<file path="src/rtl/axi_sched_pkg.sv">
// Shared types and constants for the AXI read scheduler.
//   state_t    : scheduler FSM states
//   ID_*       : AXI IDs assigned to each requester
//   BURST_INCR : AR burst type driven on the outer bus
//   SIZE_WORD  : fixed transfer size of the I-cache and D-cache ports
package axi_sched_pkg;

  typedef enum logic [1:0] {
    IDLE = 2'd0,
    ADDR = 2'd1,
    DATA = 2'd2
  } state_t;

  localparam logic [3:0] ID_I = 4'd0;
  localparam logic [3:0] ID_D = 4'd1;
  localparam logic [3:0] ID_U = 4'd2;

  localparam logic [1:0] BURST_INCR = 2'b01;
  localparam logic [2:0] SIZE_WORD  = 3'b010;

endpackage

</file>
<file path="src/rtl/ar_pick.sv">
// Combinational winner selection for the read scheduler.
// Fixed priority d > u > i, overridden in favour of i once it has lost
// STARVE_LIMIT consecutive arbitrations.
//   i_valid/d_valid/u_valid : requester arvalid inputs
//   starve_cnt              : consecutive lost arbitrations of the i-port
//   win_valid               : at least one requester is asking
//   win_id                  : ID of the winning requester
module ar_pick
  import axi_sched_pkg::*;
#(
  parameter int STARVE_LIMIT = 4,
  parameter int CNT_W        = 3
) (
  input  logic             i_valid,
  input  logic             d_valid,
  input  logic             u_valid,
  input  logic [CNT_W-1:0] starve_cnt,
  output logic             win_valid,
  output logic [3:0]       win_id
);

  always_comb begin
    win_valid = i_valid | d_valid | u_valid;
    win_id    = ID_I;
    if (i_valid && (starve_cnt == CNT_W'(STARVE_LIMIT))) win_id = ID_I;
    else if (d_valid)                                    win_id = ID_D;
    else if (u_valid)                                    win_id = ID_U;
  end

endmodule

</file>
<file path="src/rtl/axi_read_sched.sv">
// Schedules read bursts from I-cache, D-cache and uncached requesters onto
// one outer AXI read port, one burst outstanding at a time.
//   clk, rst                 : clock, synchronous active-high reset
//   {i,d,u}_ar*              : per-requester AR channel (size fixed for i/d)
//   {i,d,u}_r*               : per-requester R channel, routed to the grantee
//   ar*, r*                  : outer AXI read channels
//   rd_err                   : one-cycle pulse after a faulty burst completes
//
// state | meaning
// IDLE  | waiting for any requester; picks and latches a winner
// ADDR  | driving outer AR with latched fields until arready
// DATA  | forwarding beats to the grantee until the rlast handshake
module axi_read_sched
  import axi_sched_pkg::*;
#(
  parameter int STARVE_LIMIT = 4
) (
  input  logic        clk,
  input  logic        rst,
  input  logic [31:0] i_araddr,
  input  logic [31:0] d_araddr,
  input  logic [31:0] u_araddr,
  input  logic [7:0]  i_arlen,
  input  logic [7:0]  d_arlen,
  input  logic [7:0]  u_arlen,
  input  logic [2:0]  u_arsize,
  input  logic        i_arvalid,
  input  logic        d_arvalid,
  input  logic        u_arvalid,
  output logic        i_arready,
  output logic        d_arready,
  output logic        u_arready,
  output logic [31:0] i_rdata,
  output logic [31:0] d_rdata,
  output logic [31:0] u_rdata,
  output logic        i_rlast,
  output logic        d_rlast,
  output logic        u_rlast,
  output logic        i_rvalid,
  output logic        d_rvalid,
  output logic        u_rvalid,
  input  logic        i_rready,
  input  logic        d_rready,
  input  logic        u_rready,
  output logic [3:0]  arid,
  output logic [31:0] araddr,
  output logic [7:0]  arlen,
  output logic [2:0]  arsize,
  output logic [1:0]  arburst,
  output logic        arvalid,
  input  logic        arready,
  input  logic [3:0]  rid,
  input  logic [31:0] rdata,
  input  logic [1:0]  rresp,
  input  logic        rlast,
  input  logic        rvalid,
  output logic        rready,
  output logic        rd_err
);

  // +2 keeps the width non-zero for STARVE_LIMIT = 0.
  localparam int CNT_W = $clog2(STARVE_LIMIT + 2);

  state_t           state;
  logic [31:0]      lat_addr;
  logic [7:0]       lat_len;
  logic [2:0]       lat_size;
  logic [3:0]       lat_id;
  logic [CNT_W-1:0] starve_cnt;
  logic [7:0]       beat_cnt;
  logic             err_flag;
  logic             rd_err_q;

  logic             win_valid;
  logic [3:0]       win_id;

  ar_pick #(
    .STARVE_LIMIT(STARVE_LIMIT),
    .CNT_W       (CNT_W)
  ) u_pick (
    .i_valid   (i_arvalid),
    .d_valid   (d_arvalid),
    .u_valid   (u_arvalid),
    .starve_cnt(starve_cnt),
    .win_valid (win_valid),
    .win_id    (win_id)
  );

  logic in_addr, in_data, sel_i, sel_d, sel_u, r_hs, beat_bad, burst_bad;

  assign in_addr = (state == ADDR);
  assign in_data = (state == DATA);
  assign sel_i   = (lat_id == ID_I);
  assign sel_d   = (lat_id == ID_D);
  assign sel_u   = (lat_id == ID_U);

  assign arvalid = in_addr;
  assign arid    = lat_id;
  assign araddr  = lat_addr;
  assign arlen   = lat_len;
  assign arsize  = lat_size;
  assign arburst = BURST_INCR;

  assign i_arready = in_addr && arready && sel_i;
  assign d_arready = in_addr && arready && sel_d;
  assign u_arready = in_addr && arready && sel_u;

  // Outside DATA rready stays low so stray beats are never accepted.
  assign rready = in_data && ((sel_i && i_rready) || (sel_d && d_rready) ||
                              (sel_u && u_rready));

  assign i_rvalid = in_data && sel_i && rvalid;
  assign d_rvalid = in_data && sel_d && rvalid;
  assign u_rvalid = in_data && sel_u && rvalid;
  assign i_rlast  = in_data && sel_i && rlast;
  assign d_rlast  = in_data && sel_d && rlast;
  assign u_rlast  = in_data && sel_u && rlast;
  assign i_rdata  = (in_data && sel_i) ? rdata : '0;
  assign d_rdata  = (in_data && sel_d) ? rdata : '0;
  assign u_rdata  = (in_data && sel_u) ? rdata : '0;

  assign r_hs      = rvalid && rready;
  assign beat_bad  = (rresp != 2'b00) || (rid != lat_id);
  // beat_cnt holds the beats before this one, so a well-formed burst
  // reaches rlast with beat_cnt == arlen.
  assign burst_bad = err_flag || beat_bad || (beat_cnt != lat_len);

  assign rd_err = rd_err_q;

  always_ff @(posedge clk) begin
    if (rst) begin
      state      <= IDLE;
      lat_addr   <= '0;
      lat_len    <= '0;
      lat_size   <= '0;
      lat_id     <= '0;
      starve_cnt <= '0;
      beat_cnt   <= '0;
      err_flag   <= 1'b0;
      rd_err_q   <= 1'b0;
    end else begin
      rd_err_q <= 1'b0;
      case (state)
        IDLE: begin
          if (win_valid) begin
            lat_id <= win_id;
            case (win_id)
              ID_D: begin
                lat_addr <= d_araddr;
                lat_len  <= d_arlen;
                lat_size <= SIZE_WORD;
              end
              ID_U: begin
                lat_addr <= u_araddr;
                lat_len  <= u_arlen;
                lat_size <= u_arsize;
              end
              default: begin
                lat_addr <= i_araddr;
                lat_len  <= i_arlen;
                lat_size <= SIZE_WORD;
              end
            endcase
            if (win_id == ID_I)
              starve_cnt <= '0;
            else if (i_arvalid && (starve_cnt != CNT_W'(STARVE_LIMIT)))
              starve_cnt <= starve_cnt + 1'b1;
            state <= ADDR;
          end
        end
        ADDR: begin
          if (arready) begin
            beat_cnt <= '0;
            err_flag <= 1'b0;
            state    <= DATA;
          end
        end
        DATA: begin
          if (r_hs) begin
            beat_cnt <= beat_cnt + 8'd1;
            err_flag <= err_flag | beat_bad;
            if (rlast) begin
              rd_err_q <= burst_bad;
              state    <= IDLE;
            end
          end
        end
        default: state <= IDLE;
      endcase
    end
  end

endmodule

</file>
<file path="config.mk">
export PLATFORM = sky130hd
export DESIGN_NAME = axi_read_sched
export DESIGN_NICKNAME = d
export VERILOG_FILES = /design/src/rtl/axi_sched_pkg.sv /design/src/rtl/ar_pick.sv /design/src/rtl/axi_read_sched.sv
export SDC_FILE = /design/constraint.sdc
export NUM_CORES = 1
export LEC_CHECK = 0
export BUFFER_PORTS_ARGS = -buffer_cell sky130_fd_sc_hd__buf_2
export CORE_AREA = 3 3 127 129
export CTS_CLUSTER_SIZE = 20
export DETAILED_ROUTE_END_ITERATION = 7
export DIE_AREA = 0 0 130 132
export HOLD_SLACK_MARGIN = 0.08
export PLACE_DENSITY_LB_ADDON = 0.1
export SYNTH_ARGS = -nofsm -noshare
export SYNTH_HDL_FRONTEND = slang
export SYNTH_SLANG_ARGS = --single-unit
export TNS_END_PERCENT = 30
</file>
<file path="constraint.sdc">
create_clock -name clk -period 5.96 [get_ports clk]
set_input_delay 0.298 -clock clk [delete_from_list [all_inputs] [get_ports clk]]
set_output_delay 0.298 -clock clk [all_outputs]
set_load 0.03 [all_outputs]
</file>
==> run_results.csv <==
group,metric,value,unit
worst_setup_path,cp-end-kind,"primary output",
hold_path,holdPathStages,3,
sta,skew,0.00854,ns
clocking,cts-buffers-inserted,9,
logic_synthesis,syn_avg_cell_area,7.01,sq um
logic_synthesis,ys_warn_count,0,
global_route,antenna_found_initial,1,
flow_run,cap_violations,0,
clocking,clkTransAtPathRegs,0.05,ns
sta,finalCritPeriodShare,44.3,%
detailed_routing,drtPass1Iterations,4,
detailed_routing,num_vias,4788,
logic_synthesis,yosysTopAreaCellShare,29.9,%
worst_setup_path,cpPeakStageDelay,1.01,ns
cells_and_area,nNetsFinal,1041,
sta,fmax,0.379,GHz
logic_synthesis,synth_top_cell_by_area,"dfxtp_1",
clocking,cts.sinks,60,
floorplan,fp.dieW,130,microns
worst_setup_path,crit_fanout,37,
worst_setup_path,crit_chain,"and4bb_1 -> a22o_2 -> buf_2",
clocking,cts_tree,"yes",
sta,tns,0,ns
logic_synthesis,syn-instance-count,572,
floorplan,die_h,132,microns
clocking,h-tree-depth,3,
worst_setup_path,crit_slowest_cell,"and4bb_1",
cells_and_area,final_util,39.6,%
placed_design,port_buffers,324,
worst_setup_path,cp.required,5.66,ns
clocking,cts_resized,0,
placed_design,place_area,5700,sq um
logic_synthesis,ys_ff_latch,60,
worst_setup_path,critPathBufInv,1,
power,power,1.37,mW
worst_setup_path,worst_ep_arrival_time,2.34,ns
sta,slew_violations,0,
clocking,clk_path_buf_depth,2,
sta,setup_viol_count_final,0,
placed_design,gp_congestion,0.792,
floorplan,floorplan.initialDensity,26.5,%
placed_design,dp_hpwl,12600,microns
clocking,ctsHoldBuffers,0,
worst_setup_path,cp.depth,3,
detailed_routing,drc,0,
floorplan,die_area,17200,sq um
global_route,grt_pass1_wl,24800,microns
outcome,status,"completed",
logic_synthesis,synth_area_leaders,"dfxtp_1 (30%), and2_1 (15%), nand2_1 (13%)",
cells_and_area,final_area,6000,sq um
detailed_routing,wl,16500,microns
detailed_routing,postRouteAntennaNets,0,
global_route,gr-usage-all-layers,18.2,%
power,power.density,228,nW/um^2
sta,fin_ws,3.32,ns
floorplan,rows,45,
global_route,globalRoute.totalOverflow,0,
cells_and_area,drive_gt1_share,41.4,%
clocking,root_buffer,"clkbuf_16",
sta,tightest_slew,1.14,ns
logic_synthesis,syn_area,4010,sq um
cells_and_area,fillers,1662,
global_route,grt_pass1_vias,4558,
sta,min_period,2.64,ns
floorplan,num_io_pins,329,
floorplan,core,15100,sq um
sta,slew_headroom,24.2,%
logic_synthesis,synth_flop_cell,"dfxtp_1",
logic_synthesis,ys_seq_area_share,29.9,%
cells_and_area,area_growth,49.5,%
worst_setup_path,critPathTopFamily,"simple AND/OR/NAND/NOR gates",
worst_setup_path,start_kind,"flip-flop",
global_route,grt_start_max_net_pins,81,
clocking,postCtsSetupRepairBufs,0,
clocking,clk-insertion-delay-late,0.33,ns
logic_synthesis,synthArstFlopShare,0,%
worst_setup_path,worstRegToRegCells,8,
sta,rsz0062_at_grt,"no",
sta,finalHoldViolCount,0,
detailed_routing,wl_per_cell,15.6,microns
power,ir_drop,0.153,mV
placed_design,post-place-ws,3.31,ns
power,total_leakage_power,3.16,nW
detailed_routing,drt-initial-drc-count,245,
detailed_routing,viasPerCell,4.53,
hold_path,hp-class,"input port to flip-flop",
logic_synthesis,yosysUniqueCellTypes,51,
logic_synthesis,synth_edf_count,0,
worst_setup_path,crit_type,"flip-flop to primary output",
worst paths after layout:
kind / start / to / slack, ns
hold reg to reg: arsize[0]$_SDFFE_PP0P_ / arsize[0]$_SDFFE_PP0P_ / 0.45
setup / recovery: arid[1]$_SDFFE_PP0P_ / rready / 3.32
setup reg to reg: starve_cnt[0]$_SDFFE_PP0P_ / arlen[7]$_SDFFE_PP0P_ / 3.38
hold / removal: u_arsize[1] / arsize[1]$_SDFFE_PP0P_ / 0.22
synth_stat cells, types with 3 or more instances:
library cell,count
nand2_1,135
and2_1,99
dfxtp_1,60
a21oi_1,49
o21ai_0,43
a22oi_1,41
clkbuf_1,41
nor2_1,13
xor2_1,10
a31oi_1,7
inv_1,7
nand3_1,6
ha_1,5
and2_2,4
buf_4,4
nor3_1,4
nor4_1,3
sequential cells by signal, indices dropped and copies added (netlist names):
register    cells
beat_cnt        8
err_flag        1
state           2
araddr         32
arid            2
arsize          3
starve_cnt      3
rd_err          1
arlen           8
layout by cell type (no fill, tap or decap), types with 9 or more instances in the layout:
cell | netlist | routed
xor2_1 | 10 | 10
clkbuf_16 | 0 | 9
nand2_1 | 135 | 135
buf_2 | 0 | 324
and2_1 | 99 | 99
a22oi_1 | 41 | 41
o21ai_0 | 43 | 43
a21oi_1 | 49 | 49
dfxtp_1 | 60 | 60
nor2_1 | 13 | 13
worst reg2reg max path: cells and delay by family (launching register included):
kind	cells	cell delay, ns
AND/OR/NAND/NOR	3	0.34
adder cells (fa/ha/maj)	2	1.30
buffers and inverters	1	0.06
AO/OA/AOI/OAI	2	0.36
flip-flops	1	0.36
stage by stage:
| step | std cells | hold slack (ns) |
|---|---|---|
| finish | 1057 | 0.220 |
| global route | 1056 | 0.227 |
| CTS | 1056 | 0.206 |
| detailed placement | 1041 | 0.443 |
| global placement | 1041 | 0.439 |
| floorplan | 574 | 0.435 |
layer usage:
metal	up-vias	part of all wire, %	global-route usage [%]
met5	-	0.079	0
met2	187	47	30.1
met1	2063	42	22.1
met4	2	1.5	5.08
li1	2518	-	-
met3	18	9.0	6.97
final cells by class:
cell class / count / area (sq um) / area share (%)
multi-input cells: 458 / 2590 / 43.2
repair buffers: 328 / 1650 / 27.5
flip-flops and latches: 60 / 1200 / 20.0
clock buffers: 10 / 239 / 3.99
well taps: 188 / 235 / 3.92
clock inverters: 5 / 52.6 / 0.876
inverters: 7 / 26.3 / 0.438
diodes: 1 / 2.50 / 0.0417
where the power goes:
| part | switching, mW | total, mW | internal, mW | leakage [nW] |
|---|---|---|---|---|
| Clock | 0.190 | 0.521 | 0.330 | 0.144 |
| Combinational | 0.253 | 0.387 | 0.134 | 2.53 |
| Sequential | 0.0262 | 0.460 | 0.434 | 0.491 |
logic make-up (layout without fill, tap and decap cells):
kind of cell    after synthesis  count (layout)  share of synthesized area [%]
compound gates              153             153                           23.6
fa+ha+maj                     5               5                           1.56
mux                           2               2                          0.530
buf+inv                      56             350                           6.24
flops                        60              60                           29.9
simple gates                284             284                           35.7
xor+xnor                     10              10                           2.18
other cells                   2               5                          0.187
Note: power is estimated with default switching activity, not from simulation.
